### src/rtl/slength_decoder.sv
// Serial decoder for the DEFLATE fixed-Huffman length alphabet (symbols 256..287).
// Takes Huffman code bits MSB-first, then extra bits LSB-first; emits length, EOB or error.
module slength_decoder (
    input  logic       clk,
    input  logic       rst,
    input  logic       flush_in,
    input  logic       bit_in,
    input  logic       bit_valid_in,
    output logic       bit_ready_out,
    output logic [8:0] length_out,
    output logic       eob_out,
    output logic       err_out,
    output logic       length_valid_out,
    input  logic       length_ready_in
);

    typedef enum logic [2:0] {IDLE, CODE, CODE8, EXTRA, OUT} state_t;

    typedef struct packed {
        logic [8:0] base;
        logic [2:0] nbits;
    } lut_t;

    state_t     state, state_nx;
    logic [6:0] code, code_nx;
    logic [2:0] cnt, cnt_nx;
    logic [8:0] base, base_nx;
    logic [2:0] nbits, nbits_nx;
    logic [4:0] acc, acc_nx;
    logic [2:0] k, k_nx;
    logic [8:0] len, len_nx;
    logic       eob, eob_nx;
    logic       err, err_nx;

    logic       xfer;
    logic       resolve;
    logic [4:0] idx;
    logic [7:0] c8;
    lut_t       lut;

    // idx = symbol - 257; groups of four share an extra-bit count and the
    // base steps by 2^nbits within a group, so base = ((4 + j) << nbits) + 3
    function automatic lut_t lookup(input logic [4:0] i);
        lut_t       r;
        logic [4:0] off;
        logic [2:0] g;
        off = i - 5'd8;
        g   = off[4:2];
        if (i < 5'd8) begin
            r.base  = 9'd3 + {4'd0, i};
            r.nbits = 3'd0;
        end else if (i == 5'd28) begin
            r.base  = 9'd258;
            r.nbits = 3'd0;
        end else begin
            r.base  = ({6'd0, 1'b1, off[1:0]} << (g + 3'd1)) + 9'd3;
            r.nbits = g + 3'd1;
        end
        return r;
    endfunction

    assign xfer             = bit_valid_in & bit_ready_out;
    assign bit_ready_out    = (state != OUT);
    assign length_valid_out = (state == OUT);
    assign length_out       = len;
    assign eob_out          = eob;
    assign err_out          = err;

    always_ff @(posedge clk or posedge rst) begin
        if (rst) begin
            state <= IDLE;
            code  <= '0;
            cnt   <= '0;
            base  <= '0;
            nbits <= '0;
            acc   <= '0;
            k     <= '0;
            len   <= '0;
            eob   <= 1'b0;
            err   <= 1'b0;
        end else begin
            state <= state_nx;
            code  <= code_nx;
            cnt   <= cnt_nx;
            base  <= base_nx;
            nbits <= nbits_nx;
            acc   <= acc_nx;
            k     <= k_nx;
            len   <= len_nx;
            eob   <= eob_nx;
            err   <= err_nx;
        end
    end

    always_comb begin
        state_nx = state;
        code_nx  = code;
        cnt_nx   = cnt;
        base_nx  = base;
        nbits_nx = nbits;
        acc_nx   = acc;
        k_nx     = k;
        len_nx   = len;
        eob_nx   = eob;
        err_nx   = err;
        resolve  = 1'b0;
        idx      = '0;
        c8       = {code, bit_in};
        lut      = lookup(idx);

        if (flush_in) begin
            state_nx = IDLE;
            code_nx  = '0;
            cnt_nx   = '0;
            base_nx  = '0;
            nbits_nx = '0;
            acc_nx   = '0;
            k_nx     = '0;
            len_nx   = '0;
            eob_nx   = 1'b0;
            err_nx   = 1'b0;
        end else begin
            case (state)
                IDLE: if (xfer) begin
                    code_nx  = {6'd0, bit_in};
                    cnt_nx   = 3'd1;
                    state_nx = CODE;
                end
                CODE: if (xfer) begin
                    code_nx = {code[5:0], bit_in};
                    cnt_nx  = cnt + 3'd1;
                    if (cnt == 3'd6) begin
                        if (code_nx == 7'd0) begin
                            eob_nx   = 1'b1;
                            len_nx   = '0;
                            state_nx = OUT;
                        end else if (code_nx <= 7'd23) begin
                            resolve = 1'b1;
                            idx     = code_nx[4:0] - 5'd1;
                        end else if (code_nx[6:2] == 5'b11000) begin
                            state_nx = CODE8;
                        end else begin
                            err_nx   = 1'b1;
                            state_nx = OUT;
                        end
                    end
                end
                CODE8: if (xfer) begin
                    if (c8[2:0] <= 3'd5) begin
                        resolve = 1'b1;
                        idx     = 5'd23 + {2'd0, c8[2:0]};
                    end else begin
                        err_nx   = 1'b1;
                        state_nx = OUT;
                    end
                end
                EXTRA: if (xfer) begin
                    acc_nx = acc | (5'(bit_in) << k);
                    k_nx   = k + 3'd1;
                    if (k == nbits - 3'd1) begin
                        len_nx   = base + {4'd0, acc_nx};
                        state_nx = OUT;
                    end
                end
                OUT: if (length_ready_in) begin
                    len_nx   = '0;
                    eob_nx   = 1'b0;
                    err_nx   = 1'b0;
                    state_nx = IDLE;
                end
                default: state_nx = IDLE;
            endcase

            if (resolve) begin
                lut = lookup(idx);
                if (lut.nbits == 3'd0) begin
                    len_nx   = lut.base;
                    state_nx = OUT;
                end else begin
                    base_nx  = lut.base;
                    nbits_nx = lut.nbits;
                    acc_nx   = '0;
                    k_nx     = '0;
                    state_nx = EXTRA;
                end
            end
        end
    end

endmodule
### config.mk
export PLATFORM = sky130hd
export DESIGN_NAME = slength_decoder
export DESIGN_NICKNAME = d
export VERILOG_FILES = /design/src/rtl/slength_decoder.sv
export SDC_FILE = /design/constraint.sdc
export NUM_CORES = 1
export LEC_CHECK = 0
export ABC_CLOCK_PERIOD_IN_PS = 4800
export CAP_MARGIN = 20
export CORE_MARGIN = 2
export CORE_UTILIZATION = 55
export DETAILED_ROUTE_END_ITERATION = 8
export PLACE_DENSITY = 0.72
export SETUP_SLACK_MARGIN = 0.5
export SYNTH_ARGS = -nofsm -noshare
export SYNTH_HDL_FRONTEND = slang
export SYNTH_SLANG_ARGS = --single-unit
### constraint.sdc
create_clock -name clk -period 4.8 [get_ports clk]
set_input_delay 0.72 -clock clk [delete_from_list [all_inputs] [get_ports clk]]
set_output_delay 0.72 -clock clk [all_outputs]
set_load 0.02 [all_outputs]
==> results.toml, run 1 <==
[outcome]
outcome = "finished clean"

[critical_path]
crit_fanout = 10
slowest_stage = "or4b_1"
cp_common_cell = "ha_1"
worstPathRequired_ns = 5.01
cp-start-kind = "flip-flop"
path_cells = "inv_1, ha_1, nand4bb_1, or3_4, o31a_1, nor2_2, ha_1, nand3_1, or3_1, ha_1, or4b_1, a311oi_1"
cp_data_arrival_time_ns = 4.06
cp_slowest_stage_delay_ns = 0.52
crit_type = "flip-flop to flip-flop"
end_kind = "flip-flop"

[sta]
period_minus_slack_ns = 3.84
slew_violations = 0
fin_skew_ns = 0.00715
maxClockFrequency_mhz = 260
worst_slew_pin_slew_ns = 0.819
fin_tns_setup_ns = 0
hold_violations = 0
slew_headroom_pct = 45.4
rsz0062_at_grt = "false"
finalSetupViolCount = 0
layout_setup_ws_ns = 0.955
finalCritPeriodShare_pct = 80.1

[final_layout]
drive_gt1_share_pct = 11.8
num_antenna_cells = 0
fill_cells = 482
syn_to_final_growth_pct = 14.0
fin_nets = 399

[synthesis]
synthMostInstantiatedCell = "dfrtp_1"
netlist_instances = 353
ys_seq_elements = 43
ys_seq_area_share_pct = 34.4
synth_commonest_cells = "dfrtp_1, nor2_1, nand2_1"
synth_edf_count = 0
synth_area_leaders = "dfrtp_1, ha_1, nor2_1"
synth_area_leader_cell = "dfrtp_1"
synth.avg_cell_area_um2 = 8.87
synthArstFlopShare_pct = 100
synth_flop_cell = "dfrtp_1"
syn_area_um2 = 3130
syn_nets = 380
synth_cell_types = 61
netlist.area_leader.share_pct = 34.4
synth_warnings = 0

[route]
post_drt_via_cell_ratio = 6.11
drtIter0Drc = 261
drt-pass1-iter-count = 5
dr_total_vias = 2720
post_drt_wl_per_cell_um = 17.3
drc = 0
wl_um = 7710
drtAntennaViolNets = 0

[placement]
routabilityCongestion = 0.946
io_buffer_count = 18
dp_slack_ns = 0.139
hpwl_um = 5640

[die]
io_pins = 19
die_h_um = 79.5
die-area_um2 = 6310
fp-row-count = 27
die_w_um = 79.5
core_area_um2 = 5510
start_util_pct = 56.9

[power]
vdd_drop_max_mv = 0.131
sequentialPowerShare_pct = 45.5
p_leak_nw = 1.50
p_sw_w = 0.000273
pwr-share-comb_pct = 21.7
internal-power_w = 0.000610
swShare_pct = 30.9
clock_power_share_pct = 32.9
powerDensity_nw_per_um2 = 247

[job]
drv_cap = 0

[clocking]
root_buffer = "clkbuf_8"
clockBufferDepth = 2
post_cts_buffers = 0
cts-htree-levels = 2
clkLatencyLatePin_ns = 0.30
clock-sinks = 43
numCtsBuffers = 5
clk_pin_slew_ns = 0.09
cts_tree = "done"

[global_route]
overflow = 0
grt_pass1_wl_um = 13400
grt_max_degree = 44
antenna_found_initial = 0
grt_use_total_pct = 27.0
grt_pass1_vias = 2679

[hold_path]
min_path_type = "flip-flop to flip-flop"
critical path: cells and delay by family, from the launching register on:
kind	cells	cell delay, ns
AO/OA/AOI/OAI	2	0.54
adder cells (fa/ha/maj)	3	0.81
flip-flops	1	0.42
AND/OR/NAND/NOR	6	1.91
buffers and inverters	1	0.07
layout make-up:
class	count	area (µm²)	area share, %
multi-input cells	276	1940	54.4
flip-flops and latches	43	1080	30.1
repair buffers	34	305	8.55
well taps	72	90.1	2.52
clock buffers	5	68.8	1.93
inverters	12	45.0	1.26
clock inverters	3	43.8	1.23
repair_timing:
item	4_1_cts	5_1_grt
gates resized for setup	1	5
endpoints found under the hold margin	0	0
endpoints found under the setup margin	10	15
hold buffers	0	0
pin swaps	0	0
final timing paths:
kind	slack, ns	cells after the start	startpoint	to
hold reg to reg	0.52	2	acc[4]$_DFF_PP0_	acc[4]$_DFF_PP0_
hold / removal	0.52	2	acc[4]$_DFF_PP0_	acc[4]$_DFF_PP0_
setup / recovery	0.96	12	cnt[0]$_DFFE_PP0P_	base[4]$_DFFE_PP0P_
min in group asynchronous	0.85	3	rst	eob_out$_DFFE_PP0P_
setup reg to reg	0.96	12	cnt[0]$_DFFE_PP0P_	base[4]$_DFFE_PP0P_
max in group asynchronous	3.57	3	rst	nbits[1]$_DFFE_PP0P_
cell families after synthesis:
group,synth area share (%)
DFF,34.4
buffers and inverters,4.47
AOI/OAI and AO/OA,23.5
adders and majority gates,8.63
muxes,1.08
and+or+nand+nor,21.9
xor gates and xnor gates,6.15
power groups by stage:
stage,logic [W],registers [W],clock network (W)
6_report,0.000191,0.000401,0.000290
5_1_grt,0.000212,0.000405,0.000310
4_1_cts,0.000189,0.000400,0.000296
3_5_place_dp,0.000187,0.000407,0
3_3_place_gp,0.000185,0.000407,0
2_1_floorplan,0.000145,0.000395,0
cells in the final DEF (no fill, tap or decap), drive strengths merged, types with 10 or more instances in the layout:
cell type and count:
dfrtp 43, xnor2 15, nor3 14, or3 10, a21oi 25, nor2 41
ha 20, inv 11, clkdlybuf4s50 16, nand2 27, buf 16
sequential cells by signal, summed over array words and instances, names as in the netlist:
register and cells:
base 9, length_out 9, code 6, acc 5, cnt 3, k 3, nbits 3, state 3
eob_out 1, err_out 1
through the flow:
step                      area, µm²  instances  hold WS, ns  util [%]  power (W)
after floorplan                3130        353        0.464         -   0.000540
after global placement         3430        437        0.480      62.2   0.000593
after detailed placement       3430        437        0.498      62.2   0.000594
after CTS                      3550        445        0.521      64.4   0.000885
after global routing           3570        445        0.548      64.8   0.000926
final                          3570        445        0.518      64.8   0.000883
layer usage:
| layer | up-vias | GRT usage (%) | routed length (µm) |
|---|---|---|---|
| met2 | 82 | 41.7 | 3600 |
| met3 | 8 | 4.52 | 346 |
| met5 | - | 0 | 0 |
| met4 | 0 | 7.24 | 59 |
| met1 | 1318 | 39.1 | 3700 |
| li1 | 1312 | - | - |
(Power assumes the default switching activity.)
==> inputs of run 2 (changes only) <==
--- a/config.mk
+++ b/config.mk
@@ -5,7 +5,7 @@
 export SDC_FILE = /design/constraint.sdc
 export NUM_CORES = 1
 export LEC_CHECK = 0
-export ABC_CLOCK_PERIOD_IN_PS = 4800
+export ABC_CLOCK_PERIOD_IN_PS = 3600
 export CAP_MARGIN = 20
 export CORE_MARGIN = 2
 export CORE_UTILIZATION = 55
==> constraint.sdc (replaced) <==
create_clock -name clk -period 3.6 [get_ports clk]
set_input_delay 0.54 -clock clk [delete_from_list [all_inputs] [get_ports clk]]
set_output_delay 0.54 -clock clk [all_outputs]
set_load 0.02 [all_outputs]
==> run 2 against run 1 <==
Net effect: critical endpoint is now base[2]$_DFFE_PP0P_; wire length increased by 38%; clock skew hardly changed; non-clock buffer count increased by 64; highest routed layer unchanged; utilization grew 17 points; sequential share of layout area down 6.3 points; the flow now finishes with violations (setup timing); final cell count is 14% higher; critical path depth up 3; via count rose by 23%; critical path type unchanged; first-iteration DRC count rose by 33%; worst hold slack worse by 0.0074 ns.
==> results.toml, run 2 (synthesized netlist as in run 1, its figures left out) <==
[outcome]
outcome = "finished with violations"
violations = "setup timing"

[route]
wl_um = 10700
post_drt_wl_per_cell_um = 20.9
drtIter0Drc = 348
drtAntennaViolNets = 0
drc = 0
drt-pass1-iter-count = 5
dr_total_vias = 3337
post_drt_via_cell_ratio = 6.56

[final_layout]
fill_cells = 322
mostFrequentLayoutCells = "buf_4, dfrtp_1, nor2_1, nand2_1, a21oi_1"
drive_gt1_share_pct = 34.6
num_antenna_cells = 0
syn_to_final_growth_pct = 44.1
final_cells = 509
fin_nets = 463
final_common_cell = "buf_4"
fin_util_pct = 82.0

[die]
die_w_um = 79.5
fp-row-count = 27
die_h_um = 79.5
core_area_um2 = 5510
io_pins = 19
start_util_pct = 56.9
die-area_um2 = 6310

[sta]
rsz0062_at_grt = "true"
fin_skew_ns = 0.00743
worst_slew_pin_slew_ns = 1.03
period_minus_slack_ns = 3.65
finalSetupViolCount = 3
maxClockFrequency_mhz = 274
hold_violations = 0
slew_headroom_pct = 31.4
slew_violations = 0
finalCritPeriodShare_pct = 101
layout_setup_ws_ns = -0.0481

[critical_path]
cp_data_arrival_time_ns = 3.85
cp-start-kind = "flip-flop"
cp.buffers_inverters = 3
path_delay_family = "compound AO/OA/AOI/OAI gates"
slowest_stage = "dfrtp_1"
crit_fanout = 6
end_kind = "flip-flop"
reg2regPathDepth = 15
cp_slowest_stage_delay_ns = 0.51
path_cells = "inv_1, ha_4, nand2b_4, o211ai_1, buf_4, o31a_1, nor2_4, ha_4, nand3_2, or3_4, ha_4, buf_4, xnor2_2, a22oi_2, a211oi_1"
crit_type = "flip-flop to flip-flop"
crit_cells = 15
cp_common_cell = "ha_4"
worstPathRequired_ns = 3.80

[global_route]
antenna_found_initial = 0
grt_max_degree = 44
grt_pass1_vias = 3078
overflow = 0
grt_use_total_pct = 31.4
grt_pass1_wl_um = 15500

[clocking]
clockBufferDepth = 2
holdBufCountCts = 0
root_buffer = "clkbuf_8"
clkLatencyLatePin_ns = 0.31
numCtsBuffers = 5
clk_pin_slew_ns = 0.09
cts-htree-levels = 2
clock-sinks = 43
cts_tree = "done"

[hold_path]
min_path_type = "flip-flop to flip-flop"
holdPathStages = 1

[job]
drv_cap = 0

[placement]
io_buffer_count = 18
dp_cells = 480
hpwl_um = 6080
routabilityCongestion = 0.942

[power]
vdd_drop_max_mv = 0.250
powerDensity_nw_per_um2 = 295
p_leak_nw = 1.91
==> run 2: cell count changes in the layout (fill, tap and decap cells not counted), moves of 4 or more <==
cell      before  now
buf_4         16   60
or3_4          1    5
ha_1          20   11
nor2_1        40   36
nor2_4         0    4
buf_6          0   14
a221oi_2       1    6
or3_1          9    5
ha_4           0    6
a221oi_1       6    1
==> run 2: repair_timing <==
| action | in CTS | in global routing |
|---|---|---|
| cloned | 0 | 1 |
| endpoints found under the setup margin | 32 | 32 |
| buffers inserted | 12 | 8 |
| pin swaps | 24 | 11 |
| gates resized for setup | 37 | 37 |
==> run 2: through the flow <==
step / hold WS [ns] / area (µm²) / total power [W] / setup TNS, ns / setup WS [ns]
3_5_place_dp: 0.491 / 3820 / 0.000840 / -10.34 / -0.582
6_report: 0.510 / 4510 / 0.00133 / -0.0889 / -0.0481
4_1_cts: 0.511 / 4260 / 0.00129 / 0 / 0.0886
3_3_place_gp: 0.482 / 3820 / 0.000831 / -6.47 / -0.454
2_1_floorplan: 0.464 / 3220 / 0.000724 / 0 / 0.0461
5_1_grt: 0.542 / 4510 / 0.00137 / -0.542 / -0.161
==> run 2: final timing paths <==
check / startpoint / end / slack [ns]
min in group asynchronous: rst / state[0]$_DFFE_PP0P_ / 0.68
worst max-delay path: code[0]$_DFFE_PP0P_ / base[2]$_DFFE_PP0P_ / -0.05
worst max register to register: code[0]$_DFFE_PP0P_ / base[2]$_DFFE_PP0P_ / -0.05
worst min register to register: err_out$_DFFE_PP0P_ / err_out$_DFFE_PP0P_ / 0.51
worst min-delay path: err_out$_DFFE_PP0P_ / err_out$_DFFE_PP0P_ / 0.51
max in group asynchronous: rst / length_out[1]$_DFF_PP0_ / 2.53
==> run 2: cell type report <==
| cell class | instances | area [µm²] | area share (%) |
|---|---|---|---|
| flip-flops and latches | 43 | 1080 | 23.8 |
| clock buffers | 6 | 72.6 | 1.61 |
| inverters | 12 | 45.0 | 0.998 |
| clock inverters | 2 | 60.1 | 1.33 |
| multi-input cells | 276 | 2280 | 50.5 |
| well taps | 72 | 90.1 | 2.00 |
| repair buffers | 98 | 891 | 19.7 |
==> run 2: where the power goes <==
group / total [W] / internal [W] / switching, W
clock network: 0.000459 / 0.000278 / 0.000182
registers: 0.000513 / 0.000501 / 0.0000123
logic: 0.000359 / 0.000144 / 0.000214
==> run 2: routing by layer <==
layer	part of all wire (%)	vias to the layer above	routed length (µm)	track usage, %
met5	0	-	0	0
met4	3.0	0	318	9.83
met3	6.9	39	734	5.32
met2	48	177	5150	50.5
met1	42	1671	4450	43.2
li1	-	1450	-	-
==> inputs of run 3 (changes only) <==
--- a/config.mk
+++ b/config.mk
@@ -5,11 +5,12 @@
 export SDC_FILE = /design/constraint.sdc
 export NUM_CORES = 1
 export LEC_CHECK = 0
-export ABC_CLOCK_PERIOD_IN_PS = 3600
+export ABC_CLOCK_PERIOD_IN_PS = 4400
 export CAP_MARGIN = 20
 export CORE_MARGIN = 2
 export CORE_UTILIZATION = 55
 export DETAILED_ROUTE_END_ITERATION = 8
+export GPL_TIMING_DRIVEN = 0
 export PLACE_DENSITY = 0.72
 export SETUP_SLACK_MARGIN = 0.5
 export SYNTH_ARGS = -nofsm -noshare
==> constraint.sdc (replaced) <==
create_clock -name clk -period 4.4 [get_ports clk]
set_input_delay 0.66 -clock clk [delete_from_list [all_inputs] [get_ports clk]]
set_output_delay 0.66 -clock clk [all_outputs]
set_load 0.02 [all_outputs]
==> run 3 against run 2 <==
Net effect: the flow now finishes without violations; die area did not move; final area fell by 18%; via count fell by 17%; utilization fell by 15 points; sequential cell count did not move; register-to-register slack improved by 0.65 ns; first-iteration DRC count fell by 45%; global-route usage fell by 4.5 points; critical path depth fell by 3; wire length fell by 26%; non-clock buffer count fell by 49; count of clock-buffer cells in the layout did not move; largest power group unchanged; highest routed layer unchanged.
==> results.toml, run 3 (synthesized netlist as in run 1, its figures left out) <==
[sta]
rsz0062_at_grt = "false"
finalCritPeriodShare_pct = 87.3
slew_violations = 0
hold_violations = 0
slew_headroom_pct = 44.6
finalSetupViolCount = 0
maxClockFrequency_mhz = 260
worst_slew_pin_slew_ns = 0.831
period_minus_slack_ns = 3.84
fin_skew_ns = 0.00538
layout_setup_ws_ns = 0.557

[route]
post_drt_via_cell_ratio = 6.01
dr_total_vias = 2765
drt-pass1-iter-count = 5
wl_um = 7870
drtIter0Drc = 193
drc = 0
drtAntennaViolNets = 0
post_drt_wl_per_cell_um = 17.1

[placement]
hpwl_um = 5750
dp_slack_ns = -0.671
place_area_um2 = 3410
io_buffer_count = 17
dp_cells = 443
routabilityCongestion = 0.949

[hold_path]
min_path_type = "flip-flop to flip-flop"
holdPathStages = 2
hold_end = "acc[1]$_DFF_PP0_"
hold_start = "acc[1]$_DFF_PP0_"

[clocking]
cts-htree-levels = 2
numCtsBuffers = 5
root_buffer = "clkbuf_8"
cts_tree = "done"
clock-sinks = 43
clkLatencyLatePin_ns = 0.30
holdBufCountCts = 0
clk_pin_slew_ns = 0.08
clockBufferDepth = 2

[final_layout]
final_cells = 460
final_common_cell = "dfrtp_1"
drive_gt1_share_pct = 14.7
num_antenna_cells = 0
fin_nets = 414
syn_to_final_growth_pct = 17.7
fin_area_um2 = 3690
fin_util_pct = 66.9
mostFrequentLayoutCells = "dfrtp_1, nor2_1, nand2_1, a21oi_1, ha_1"

[power]
vdd_drop_max_mv = 0.158
p_sw_w = 0.000296
swShare_pct = 28.8
p_leak_nw = 1.52
power_w = 0.00103
powerDensity_nw_per_um2 = 279
clock_power_share_pct = 35.6
pwr-share-comb_pct = 23.5
internal-power_w = 0.000731
sequentialPowerShare_pct = 40.8

[critical_path]
crit_fanout = 6
path_delay_family = "simple AND/OR/NAND/NOR gates"
cp_data_arrival_time_ns = 4.05
r2r_start = "cnt[0]$_DFFE_PP0P_"
ff2ff_setup_slack_ns = 0.60
path_cells = "clkdlybuf4s15_1, nand2b_1, or3_1, or3_4, o22ai_4, inv_1, ha_2, xnor2_2, or3_1, ha_2, or4b_1, a311oi_1"
end_kind = "flip-flop"
cp_slowest_stage_delay_ns = 0.51
worstPathRequired_ns = 4.60
cp-start-kind = "primary input"
slowest_stage = "or4b_1"
cp.buffers_inverters = 2
r2r_end = "base[4]$_DFFE_PP0P_"
reg2regPathDepth = 13
crit_type = "primary input to flip-flop"

[die]
start_util_pct = 56.9
fp-row-count = 27
die_w_um = 79.5
core_area_um2 = 5510
die-area_um2 = 6310
die_h_um = 79.5
io_pins = 19

[global_route]
grt_pass1_vias = 2646
grt_pass1_wl_um = 13200
overflow = 0
grt_max_degree = 33
grt_use_total_pct = 26.8
antenna_found_initial = 0

[outcome]
outcome = "finished clean"

[job]
drv_cap = 0
## run 3: cell count changes in the layout (fill, tap and decap cells not counted), sizes merged
cell	before	now
buf	80	18
dlygate4sd2	2	0
clkdlybuf4s50	16	15
clkdlybuf4s15	0	1
inv	11	12
clkinv	1	0
clkbuf	6	21
## run 3: power by group through the flow
stage	Sequential [W]	Clock (W)	Combinational (W)
2_1_floorplan	0.000431	0	0.000158
3_3_place_gp	0.000427	0	0.000222
3_5_place_dp	0.000427	0	0.000227
4_1_cts	0.000420	0.000374	0.000233
5_1_grt	0.000422	0.000393	0.000262
6_report	0.000419	0.000366	0.000242
## run 3: stage by stage
step                hold slack, ns  TNS, ns
floorplan                    0.464        0
global placement             0.485   -13.48
detailed placement           0.496   -13.55
CTS                          0.521        0
global route                 0.559        0
finish                       0.516        0
## run 3: timing repair
| action | CTS | global route |
|---|---|---|
| setup buffers | 5 | 3 |
| gates resized for setup | 14 | 14 |
| setup endpoints to repair | 32 | 23 |
| pin swaps | 4 | 3 |
## run 3: cell type report
class,instances,area (µm²)
multi-input cells,276,1990
plain buffers,22,100
well taps,72,90.1
clock inverters,2,60.1
fillers,478,1820
repair buffers,27,253
flip-flops and latches,43,1080
inverters,12,45.0
clock buffers,6,72.6
## run 3: routing by layer
metal / global-route usage (%) / vias up / wire length, µm
met3: 4.52 / 12 / 372
met2: 40.3 / 76 / 3570
li1: - / 1354 / -
met5: 0 / - / 0
met4: 10.0 / 0 / 144
met1: 38.7 / 1323 / 3780
## run 3: worst reg2reg max path: cells and delay by family, from the launching register on
kind	cells	cell delay, ns
and+or+nand+nor	5	1.82
adders and majority gates	3	0.65
AOI/OAI and AO/OA	2	0.46
DFF	1	0.41
buffers and inverters	2	0.19
xor gates and xnor gates	1	0.18
## run 3: worst max path at each step
stage / from / endpoint / cells past startpoint
finish: bit_valid_in / base[4]$_DFFE_PP0P_ / 12
global route: bit_valid_in / base[4]$_DFFE_PP0P_ / 12
CTS: bit_in / base[4]$_DFFE_PP0P_ / 13
detailed placement: bit_in / state[1]$_DFFE_PP0P_ / 15
global placement: bit_in / state[1]$_DFFE_PP0P_ / 15
floorplan: bit_in / base[4]$_DFFE_PP0P_ / 13
